$ cat src/rtl/oil_paint_pkg.sv
`default_nettype none
// ============================================================================
// Module      : oil_paint_pkg
// Description : Shared types and helpers for the oil-painting stream filter.
// Revision    : 1.0 - initial release
// ============================================================================
package oil_paint_pkg;

    typedef enum logic [1:0] {
        MODE_BYPASS = 2'd0,
        MODE_QUANT  = 2'd1,
        MODE_OIL    = 2'd2
    } mode_e;

    // 2x2 ordered-dither thresholds indexed by {line_parity, x[0]}
    localparam logic [1:0] c_bayer [4] = '{2'd0, 2'd2, 2'd3, 2'd1};

    function automatic mode_e decode_mode(input logic [1:0] m);
        case (m)
            2'd0:    return MODE_BYPASS;
            2'd1:    return MODE_QUANT;
            default: return MODE_OIL;
        endcase
    endfunction

    // Intensity bin: top lvl_w bits of (r + 2g + b), a ch_w+2 bit sum
    function automatic logic [7:0] calc_bin(input logic [15:0] q_r,
                                            input logic [15:0] q_g,
                                            input logic [15:0] q_b,
                                            input int          ch_w,
                                            input int          lvl_w);
        logic [17:0] sum;
        sum = {2'b00, q_r} + {1'b0, q_g, 1'b0} + {2'b00, q_b};
        return 8'(sum >> (ch_w + 2 - lvl_w));
    endfunction

endpackage
`default_nettype wire

$ cat src/rtl/oil_paint_hist.sv
`default_nettype none
// ============================================================================
// Module      : oil_paint_hist
// Description : Window histogram, dominant-bin argmax (ties to lowest bin) and
//               newest-matching-entry select. Purely combinational.
// Revision    : 1.0 - initial release
// ============================================================================
module oil_paint_hist #(
    parameter  int WIN   = 5,
    parameter  int LVL_W = 3,
    localparam int IDX_W = $clog2(WIN)
) (
    input  logic [LVL_W-1:0] i_bins [WIN],
    input  logic [WIN-1:0]   i_vld,
    output logic [LVL_W-1:0] o_bin,
    output logic [IDX_W-1:0] o_sel
);
    localparam int NB    = 2 ** LVL_W;
    localparam int CNT_W = $clog2(WIN + 1);

    logic [CNT_W-1:0] w_cnt [NB];
    logic [CNT_W-1:0] w_best_cnt;
    logic             w_found;

    always_comb begin
        for (int b = 0; b < NB; b++) begin
            w_cnt[b] = '0;
        end
        for (int b = 0; b < NB; b++) begin
            for (int i = 0; i < WIN; i++) begin
                if (i_vld[i] && (i_bins[i] == LVL_W'(b))) begin
                    w_cnt[b] = w_cnt[b] + CNT_W'(1);
                end
            end
        end
    end

    // Strict greater-than keeps the lowest bin on ties
    always_comb begin
        o_bin      = '0;
        w_best_cnt = w_cnt[0];
        for (int b = 1; b < NB; b++) begin
            if (w_cnt[b] > w_best_cnt) begin
                w_best_cnt = w_cnt[b];
                o_bin      = LVL_W'(b);
            end
        end
    end

    always_comb begin
        o_sel   = '0;
        w_found = 1'b0;
        for (int i = 0; i < WIN; i++) begin
            if (!w_found && i_vld[i] && (i_bins[i] == o_bin)) begin
                o_sel   = IDX_W'(i);
                w_found = 1'b1;
            end
        end
    end

endmodule
`default_nettype wire

$ cat src/rtl/oil_paint_stream.sv
`default_nettype none
// ============================================================================
// Module      : oil_paint_stream
// Description : Streaming oil-painting filter (bypass / quantise / oil per line).
//               Optional Bayer dither: define OIL_PAINT_DITHER_EN.
// Revision    : 1.0 - initial release
// ============================================================================
module oil_paint_stream
    import oil_paint_pkg::*;
#(
    parameter int IN_W  = 10,
    parameter int CH_W  = 5,
    parameter int WIN   = 5,
    parameter int LVL_W = 3
) (
    input  logic            i_clk,
    input  logic            i_rst_n,
    input  logic [1:0]      i_mode,
    input  logic            i_sol,
    input  logic            i_valid,
    input  logic [IN_W-1:0] i_red,
    input  logic [IN_W-1:0] i_green,
    input  logic [IN_W-1:0] i_blue,
    output logic            o_valid,
    output logic [IN_W-1:0] o_red,
    output logic [IN_W-1:0] o_green,
    output logic [IN_W-1:0] o_blue
);
    localparam int IDX_W = $clog2(WIN);
    localparam int PAD   = IN_W - CH_W;

    function automatic logic [IN_W-1:0] expand(input logic [CH_W-1:0] q);
        return IN_W'(q) << PAD;
    endfunction

    mode_e           r_mode;
    mode_e           w_mode;
    logic [IN_W-1:0] w_red, w_green, w_blue;

    // Mode in force for the pixel on this edge (a new line loads i_mode)
    assign w_mode = i_sol ? decode_mode(i_mode) : r_mode;

`ifdef OIL_PAINT_DITHER_EN
    logic            r_parity, r_x_lsb;
    logic            w_parity, w_x_lsb, w_dith_en;
    logic [1:0]      w_bayer;
    logic [IN_W-1:0] w_off;

    function automatic logic [IN_W-1:0] sat_add(input logic [IN_W-1:0] c,
                                                input logic [IN_W-1:0] o,
                                                input logic            en);
        logic [IN_W:0] s;
        s = {1'b0, c} + {1'b0, o};
        if (!en) return c;
        return s[IN_W] ? {IN_W{1'b1}} : s[IN_W-1:0];
    endfunction

    assign w_parity  = i_sol ? ~r_parity : r_parity;
    assign w_x_lsb   = i_sol ? 1'b0 : r_x_lsb;
    assign w_bayer   = c_bayer[{w_parity, w_x_lsb}];
    assign w_dith_en = (w_mode != MODE_BYPASS);

    generate
        if (PAD >= 2) begin : g_off_shl
            assign w_off = IN_W'(w_bayer) << (PAD - 2);
        end else begin : g_off_shr
            assign w_off = IN_W'(w_bayer >> (2 - PAD));
        end
    endgenerate

    assign w_red   = sat_add(i_red,   w_off, w_dith_en);
    assign w_green = sat_add(i_green, w_off, w_dith_en);
    assign w_blue  = sat_add(i_blue,  w_off, w_dith_en);

    always_ff @(posedge i_clk or negedge i_rst_n) begin
        if (!i_rst_n) begin
            r_parity <= 1'b0;
            r_x_lsb  <= 1'b0;
        end else begin
            r_parity <= w_parity;
            r_x_lsb  <= w_x_lsb ^ i_valid;
        end
    end
`else
    assign w_red   = i_red;
    assign w_green = i_green;
    assign w_blue  = i_blue;
`endif

    logic [CH_W-1:0]  w_qr, w_qg, w_qb;
    logic [LVL_W-1:0] w_bin;

    assign w_qr  = w_red  [IN_W-1 -: CH_W];
    assign w_qg  = w_green[IN_W-1 -: CH_W];
    assign w_qb  = w_blue [IN_W-1 -: CH_W];
    assign w_bin = LVL_W'(calc_bin(16'(w_qr), 16'(w_qg), 16'(w_qb), CH_W, LVL_W));

    // Stage 1: capture pixel and shift it into the window (index 0 = newest)
    logic             r_s1_valid;
    logic [IN_W-1:0]  r_raw_red, r_raw_green, r_raw_blue;
    logic [CH_W-1:0]  r_win_qr [WIN];
    logic [CH_W-1:0]  r_win_qg [WIN];
    logic [CH_W-1:0]  r_win_qb [WIN];
    logic [LVL_W-1:0] r_win_bin [WIN];
    logic [WIN-1:0]   r_win_vld;

    always_ff @(posedge i_clk or negedge i_rst_n) begin
        if (!i_rst_n) begin
            r_mode      <= MODE_BYPASS;
            r_s1_valid  <= 1'b0;
            r_raw_red   <= '0;
            r_raw_green <= '0;
            r_raw_blue  <= '0;
            r_win_vld   <= '0;
            for (int k = 0; k < WIN; k++) begin
                r_win_qr[k]  <= '0;
                r_win_qg[k]  <= '0;
                r_win_qb[k]  <= '0;
                r_win_bin[k] <= '0;
            end
        end else begin
            r_s1_valid <= i_valid;
            if (i_sol) r_mode <= w_mode;
            if (i_valid) begin
                r_raw_red    <= i_red;
                r_raw_green  <= i_green;
                r_raw_blue   <= i_blue;
                r_win_qr[0]  <= w_qr;
                r_win_qg[0]  <= w_qg;
                r_win_qb[0]  <= w_qb;
                r_win_bin[0] <= w_bin;
                for (int k = 1; k < WIN; k++) begin
                    r_win_qr[k]  <= r_win_qr[k-1];
                    r_win_qg[k]  <= r_win_qg[k-1];
                    r_win_qb[k]  <= r_win_qb[k-1];
                    r_win_bin[k] <= r_win_bin[k-1];
                end
                r_win_vld <= i_sol ? WIN'(1) : {r_win_vld[WIN-2:0], 1'b1};
            end else if (i_sol) begin
                r_win_vld <= '0;
            end
        end
    end

    logic [LVL_W-1:0] w_win_bin;
    logic [IDX_W-1:0] w_sel;
    logic             w_hit;

    oil_paint_hist #(
        .WIN   (WIN),
        .LVL_W (LVL_W)
    ) u_hist (
        .i_bins (r_win_bin),
        .i_vld  (r_win_vld),
        .o_bin  (w_win_bin),
        .o_sel  (w_sel)
    );

    assign w_hit = r_win_vld[w_sel] && (r_win_bin[w_sel] == w_win_bin);

    logic [IN_W-1:0] w_sel_red, w_sel_green, w_sel_blue;

    always_comb begin
        w_sel_red   = r_raw_red;
        w_sel_green = r_raw_green;
        w_sel_blue  = r_raw_blue;
        case (r_mode)
            MODE_QUANT: begin
                w_sel_red   = expand(r_win_qr[0]);
                w_sel_green = expand(r_win_qg[0]);
                w_sel_blue  = expand(r_win_qb[0]);
            end
            MODE_OIL: begin
                w_sel_red   = w_hit ? expand(r_win_qr[w_sel]) : expand(r_win_qr[0]);
                w_sel_green = w_hit ? expand(r_win_qg[w_sel]) : expand(r_win_qg[0]);
                w_sel_blue  = w_hit ? expand(r_win_qb[w_sel]) : expand(r_win_qb[0]);
            end
            default: ;
        endcase
    end

    // Stage 2 holds the selection one cycle, then the output register drives VGA
    logic            r_s2_valid, r_out_valid;
    logic [IN_W-1:0] r_s2_red, r_s2_green, r_s2_blue;
    logic [IN_W-1:0] r_out_red, r_out_green, r_out_blue;

    always_ff @(posedge i_clk or negedge i_rst_n) begin
        if (!i_rst_n) begin
            r_s2_valid  <= 1'b0;
            r_s2_red    <= '0;
            r_s2_green  <= '0;
            r_s2_blue   <= '0;
            r_out_valid <= 1'b0;
            r_out_red   <= '0;
            r_out_green <= '0;
            r_out_blue  <= '0;
        end else begin
            r_s2_valid  <= r_s1_valid;
            r_out_valid <= r_s2_valid;
            if (r_s1_valid) begin
                r_s2_red   <= w_sel_red;
                r_s2_green <= w_sel_green;
                r_s2_blue  <= w_sel_blue;
            end
            if (r_s2_valid) begin
                r_out_red   <= r_s2_red;
                r_out_green <= r_s2_green;
                r_out_blue  <= r_s2_blue;
            end
        end
    end

    assign o_valid = r_out_valid;
    assign o_red   = r_out_red;
    assign o_green = r_out_green;
    assign o_blue  = r_out_blue;

endmodule
`default_nettype wire

$ cat config.mk
export PLATFORM = sky130hd
export DESIGN_NAME = oil_paint_stream
export DESIGN_NICKNAME = d
export VERILOG_FILES = /design/src/rtl/oil_paint_pkg.sv /design/src/rtl/oil_paint_hist.sv /design/src/rtl/oil_paint_stream.sv
export SDC_FILE = /design/constraint.sdc
export NUM_CORES = 1
export LEC_CHECK = 0
export ABC_AREA = 1
export CAP_MARGIN = 20
export CORE_ASPECT_RATIO = 0.6
export CORE_MARGIN = 2
export CORE_UTILIZATION = 50
export DETAILED_ROUTE_END_ITERATION = 12
export MAX_ROUTING_LAYER = met4
export PLACE_DENSITY = 0.69
export SLEW_MARGIN = 10
export SYNTH_ARGS = -nofsm -noshare
export SYNTH_HDL_FRONTEND = slang
export SYNTH_SLANG_ARGS = --single-unit
$ cat constraint.sdc
create_clock -name i_clk -period 14.99 [get_ports i_clk]
set_input_delay 1.499 -clock i_clk [delete_from_list [all_inputs] [get_ports i_clk]]
set_output_delay 1.499 -clock i_clk [all_outputs]
set_load 0.02 [all_outputs]
==> flow_summary.json, run 1 <==
{
  "run_status": "finished, final reports clean",
  "cts_buffer_depth": 2,
  "track_usage_pct": 25.1,
  "first_pass_iters": 8,
  "worstMarginPinSlew_ns": 0.989,
  "place.detailed.hpwl_um": 18300,
  "grt_overflow": 0,
  "fillCellCount": 1878,
  "ys_warn_count": 0,
  "vias_per_cell": 5.29,
  "finClkSkew_ns": 0.0100,
  "die_area_mm2": 0.0223,
  "min_period_ns": 11.29,
  "ios": 67,
  "ys_seq_area_share_pct": 41.5,
  "grt_pass1_wl_um": 42600,
  "place.port_buffers": 66,
  "critPathArrivalTime_ns": 11.65,
  "relSlewSlack_pct": 34.1,
  "critPathMaxFanout": 32,
  "ys_seq_elements": 175,
  "post-route-util_pct": 57.8,
  "synth_top_family_by_area": "simple AND/OR/NAND/NOR gates",
  "synth_cell_type_count": 40,
  "cts.sinks": 175,
  "drc": 0,
  "rows": 41,
  "synth_nets": 1463,
  "cts_buffers": 17,
  "core_area_mm2": 0.0209,
  "cp-end-kind": "flop",
  "cts.repair.resized": 0,
  "syn_inst": 1360,
  "area_delta_synth_final_pct": 14.3,
  "synth-compound-area-share_pct": 7.02,
  "setup_viol": 0,
  "crit_family": "simple AND/OR/NAND/NOR gates",
  "critPathMaxStageDelay_ns": 0.81,
  "synth-xor-area-share_pct": 3.31,
  "routedWlPerCell_um": 15.3,
  "mappedNetlistArea_mm2": 0.0106,
  "critPathLaunchType": "flop",
  "finalHoldViolations": 0,
  "required_ns": 15.35,
  "cp_num_buf_inv": 6,
  "clock_latency_ns": 0.43,
  "syn_avg_cell_area_um2": 7.76,
  "initial_core_util_pct": 50.5,
  "critPathSlowestCell": "nand2_2",
  "fin_nets": 1504,
  "grt_max_degree": 88,
  "synth_edf_count": 0,
  "post-route-period-util_pct": 75.3,
  "ys_async_sr_fraction_pct": 100,
  "ctsRootBufferMaster": "clkbuf_16",
  "cp_common_cell": "nand2_1",
  "synth_top_flop_cell": "dfrtp_1",
  "drive_above_1_share_pct": 9.19,
  "n_antenna_cell": 0,
  "synthMuxAreaShare_pct": 4.58,
  "maxCapViolCount": 0,
  "criticalPathCategory": "reg -> reg",
  "synth_fa_ha_area_share_pct": 8.23,
  "drtIter0Drc": 997,
  "die_y_um": 117,
  "grt_pass1_vias": 8140,
  "cts_hold_buffers": 0,
  "cts.htree.levels": 4,
  "detail-route-antenna-nets": 0,
  "clk_pin_slew_ns": 0.06,
  "max_freq_ghz": 0.0886,
  "synth-simple-area-share_pct": 28.9,
  "slew_viol_final": 0,
  "cts_tree": "built",
  "vias": 8950,
  "antenna_found_initial": 0,
  "rsz0062_at_grt": "false",
  "drt-total-wl_um": 25900,
  "cts.repair_timing.setup_buffer_count": 0,
  "finalSetupTns_ns": 0,
  "die_w_um": 192,
  "hold_class": "reg -> reg",
  "place.gp.congestion": 0.924
}
[area by class of cell]
type                    instances  area, um^2  area share (%)
inverters                     122         458            3.80
repair buffers                 73         712            5.90
clock inverters                 9         206            1.71
well taps                     279         349            2.90
clock buffers                  23         458            3.80
multi-input cells            1012        5500            45.6
flip-flops and latches        175        4380            36.3
[logic make-up after synthesis]
logic type               after synthesis
flip-flops                           175
AO/OA/AOI/OAI                        129
buffers and inverters                173
XOR/XNOR                              39
adder cells (fa/ha/maj)               67
AND/OR/NAND/NOR                      734
multiplexers                          43
[flip-flops by register name, indices dropped and copies added, names as in the netlist]
signal / count
r_win_bin: 15
o_red: 10
r_s2_blue: 10
r_raw_green: 10
r_s2_valid: 1
r_s1_valid: 1
r_win_qr: 20
o_green: 10
r_win_qg: 20
r_win_qb: 20
r_mode: 2
o_valid: 1
o_blue: 10
r_win_vld: 5
r_raw_blue: 10
r_raw_red: 10
r_s2_red: 10
r_s2_green: 10
[metal layers]
layer	GRT usage (%)	wire [um]	vias up
li1	-	-	4415
met1	39.7	13300	4236
met4	4.67	171	0
met3	4.39	2070	18
met5	-	0	-
met2	33.1	10400	281
[worst paths after layout]
| check | end | depth (start not counted) | slack, ns | startpoint |
|---|---|---|---|---|
| setup reg to reg | r_s2_green[6]$_DFFE_PN0P_ | 71 | 3.70 | r_win_bin[9]$_DFFE_PN0P_ |
| setup / recovery | r_s2_green[6]$_DFFE_PN0P_ | 71 | 3.70 | r_win_bin[9]$_DFFE_PN0P_ |
| hold / removal | r_raw_red[1]$_DFFE_PN0P_ | 2 | 0.48 | r_raw_red[1]$_DFFE_PN0P_ |
| hold reg to reg | r_raw_red[1]$_DFFE_PN0P_ | 2 | 0.48 | r_raw_red[1]$_DFFE_PN0P_ |
| min in group asynchronous | r_win_qg[0]$_DFFE_PN0P_ | 1 | 1.04 | i_rst_n |
| max in group asynchronous | r_s2_red[7]$_DFFE_PN0P_ | 2 | 12.67 | i_rst_n |
[cells in the mapped netlist, drive strengths merged, types with 2 or more instances]
cell    number  share of area, %
nand3b       2              0.14
mux2        42               4.5
o21ai       90               4.6
fa           4              0.76
buf         14              0.77
o21a         2              0.14
nor2        75               3.0
inv        122               4.3
nor3         2             0.095
clkbuf      37               1.3
dfrtp      175                41
nand2      525                19
nand4        3              0.32
xnor2       10              0.83
xor2        29               2.5
a21oi       20               1.1
or2          6              0.36
ha          63               7.5
nand3      120               5.9
o22ai        5              0.30
o31ai       10              0.71
[layout by cell type (no fill, tap or decap), types with 5 or more instances in the layout]
cell type,Yosys,routed
inv_2,8,8
nand2_2,11,11
nand2_1,513,513
o21ai_0,74,74
nand3_1,117,117
clkbuf_1,37,5
o31ai_1,10,10
buf_4,5,8
clkbuf_16,0,17
mux2_2,42,42
nor2_1,67,67
xor2_1,28,28
xnor2_1,10,10
ha_1,63,63
dfrtp_1,175,175
bufinv_16,0,6
clkdlybuf4s50_1,0,64
or2_2,6,6
nor2_2,5,5
o22ai_1,5,5
inv_1,114,114
o21ai_2,9,9
o21ai_1,7,7
a21oi_1,17,17
[per-stage QoR]
step / hold slack (ns) / cell area [um^2] / worst slack (ns) / cells
2_1_floorplan: 0.389 / 10600 / 6.16 / 1360
3_3_place_gp: 0.460 / 11400 / 4.28 / 1661
3_5_place_dp: 0.461 / 11400 / 3.89 / 1661
4_1_cts: 0.477 / 12100 / 3.85 / 1693
5_1_grt: 0.499 / 12100 / 2.57 / 1693
6_report: 0.476 / 12100 / 3.70 / 1693
[tightest hold or removal path, cell delays in order, from the launching register on]
cell     delay [ns]
dfrtp_1        0.34
nand2_1        0.06
nand2_1        0.04
Power of run 1 is not shown: default switching activity piles up to over one toggle a cycle in this logic, so the estimate is an artifact.
==> run 2, diff against run 1 <==
==> constraint.sdc (replaced) <==
create_clock -name i_clk -period 10.45 [get_ports i_clk]
set_input_delay 1.045 -clock i_clk [delete_from_list [all_inputs] [get_ports i_clk]]
set_output_delay 1.045 -clock i_clk [all_outputs]
set_load 0.02 [all_outputs]
==> run 2 against run 1 <==
Net effect:
- sequential cell count did not move
- sequential share of layout area down 1.1 points
- utilization grew 1.9 points
- non-clock buffer count increased by 18
- first-iteration DRC count down 18%
- cell area grew 3.3%
- fmax is 15% higher
- worst setup slack worse by 3.1 ns
- via count is 0.85% higher
- critical path depth rose by 1
- highest routed layer unchanged
- critical endpoint is now r_s2_blue[7]$_DFFE_PN0P_
- clock skew is essentially flat
- routed wire length increased by 2.6%
==> flow_summary.json, run 2 (synthesized netlist as in run 1, its figures left out) <==
{
  "cp-end-kind": "flop",
  "place.port_buffers": 66,
  "hold_class": "reg -> reg",
  "cts.sinks": 175,
  "antenna_found_initial": 1,
  "routedWlPerCell_um": 15.5,
  "fin_nets": 1522,
  "criticalPathCategory": "reg -> reg",
  "cp_common_cell": "nand2_1",
  "drive_above_1_share_pct": 13.2,
  "relSlewSlack_pct": 33.6,
  "first_pass_iters": 5,
  "ios": 67,
  "track_usage_pct": 25.4,
  "top_usage_layer": "met1",
  "grt_pass1_wl_um": 43200,
  "finalSetupTns_ns": 0,
  "finalHoldViolations": 0,
  "worstMarginPinSlew_ns": 0.996,
  "critPathArrivalTime_ns": 10.13,
  "die_y_um": 117,
  "ctsRootBufferMaster": "clkbuf_16",
  "die_w_um": 192,
  "cts_tree": "built",
  "area_delta_synth_final_pct": 18.0,
  "min_period_ns": 9.82,
  "drtIter0Drc": 818,
  "use_met3_pct": 5.98,
  "setup_ws_ns": 0.634,
  "slew_viol_final": 0,
  "layout_common_cells": "nand2_1, dfrtp_1, nand3_1",
  "die_area_mm2": 0.0223,
  "cts_hold_buffers": 0,
  "core_area_mm2": 0.0209,
  "reg_top3": "r_win_qb: 20 flops, r_win_qg: 20 flops, r_win_qr: 20 flops",
  "cts.htree.levels": 4,
  "post-route-util_pct": 59.6,
  "critPathSlowestCell": "dfrtp_2",
  "critPathMaxStageDelay_ns": 0.44,
  "use_met1_pct": 39.5,
  "place.gp.congestion": 0.940,
  "final_common_cell": "nand2_1",
  "post-route-period-util_pct": 93.9,
  "grt_overflow": 0,
  "initial_core_util_pct": 50.5,
  "detail-route-antenna-nets": 0,
  "maxCapViolCount": 0,
  "fillCellCount": 1828,
  "vias_per_cell": 5.27,
  "cts_buffer_depth": 2,
  "drc": 0,
  "drt-total-wl_um": 26600,
  "cts_buffers": 17,
  "clock_latency_ns": 0.43,
  "setup_viol": 0,
  "clk_pin_slew_ns": 0.07,
  "max_freq_ghz": 0.102,
  "rows": 41,
  "critPathMaxFanout": 18,
  "vias": 9026,
  "finClkSkew_ns": 0.0102,
  "dp_cells": 1664,
  "pre_cts_ws_ns": 0.0295,
  "grt_util_met2_pct": 33.0,
  "layout.cells.non_filler": 1712,
  "place.detailed.hpwl_um": 18600,
  "grt_max_degree": 107,
  "run_status": "finished, final reports clean",
  "critPathLaunchType": "flop",
  "required_ns": 10.76,
  "grt_pass1_vias": 8281
}
[run 2: cell types whose count changed in the layout (fill, tap and decap cells not counted), moves of 5 or more]
cell,before,now
dfrtp_2,0,5
o21ai_0,74,68
ha_1,63,58
nor2_4,3,11
o21ai_1,7,12
nand2_1,513,504
ha_4,0,5
buf_4,8,21
nor2_1,67,57
dfrtp_1,175,170
inv_1,114,109
nand2_4,1,7
[run 2: final timing paths]
check / start / endpoint / slack [ns] / cells past startpoint
min: r_raw_red[3]$_DFFE_PN0P_ / r_raw_red[3]$_DFFE_PN0P_ / 0.48 / 2
max: r_win_bin[9]$_DFFE_PN0P_ / r_s2_blue[7]$_DFFE_PN0P_ / 0.63 / 72
max reg2reg: r_win_bin[9]$_DFFE_PN0P_ / r_s2_blue[7]$_DFFE_PN0P_ / 0.63 / 72
min in group asynchronous: i_rst_n / r_win_qr[6]$_DFFE_PN0P_ / 0.73 / 1
max in group asynchronous: i_rst_n / r_win_qb[17]$_DFFE_PN0P_ / 8.19 / 2
min reg2reg: r_raw_red[3]$_DFFE_PN0P_ / r_raw_red[3]$_DFFE_PN0P_ / 0.48 / 2
[run 2: layer usage]
layer  share of wire (%)  up-vias
li1                    -     4462
met1                  50     4283
met2                  40      268
met3                 8.8       13
met4                0.48        0
met5                   0        -
[run 2: critical path, delay by kind of cell (launching register included)]
family,cells,cell delay (ns)
buffers and inverters,8,0.82
XOR/XNOR,2,0.34
AND/OR/NAND/NOR,42,4.11
multiplexers,1,0.14
adder cells (fa/ha/maj),9,2.38
flip-flops,1,0.44
AO/OA/AOI/OAI,10,1.41
[run 2: area by class of cell]
class / count / area, um^2 / area share [%]
flip-flops and latches: 175 / 4390 / 35.2
well taps: 279 / 349 / 2.80
clock inverters: 11 / 154 / 1.24
repair buffers: 91 / 915 / 7.35
multi-input cells: 1012 / 5720 / 45.9
clock buffers: 21 / 460 / 3.70
inverters: 122 / 468 / 3.76
diodes: 1 / 2.50 / 0.0201
[run 2: timing repair]
item / CTS / global route
gates cloned: 0 / 1
endpoints found under the setup margin: 2 / 15
pin swaps: 0 / 22
buffers inserted: 0 / 14
gates resized for setup: 2 / 67
[run 2: per-stage QoR]
stage / hold slack (ns) / instance area (um^2)
after global placement: 0.457 / 11400
after CTS: 0.479 / 12000
after global routing: 0.497 / 12500
after detailed placement: 0.464 / 11400
final: 0.475 / 12500
after floorplan: 0.389 / 10600
Power of run 2 is left out for the same reason.
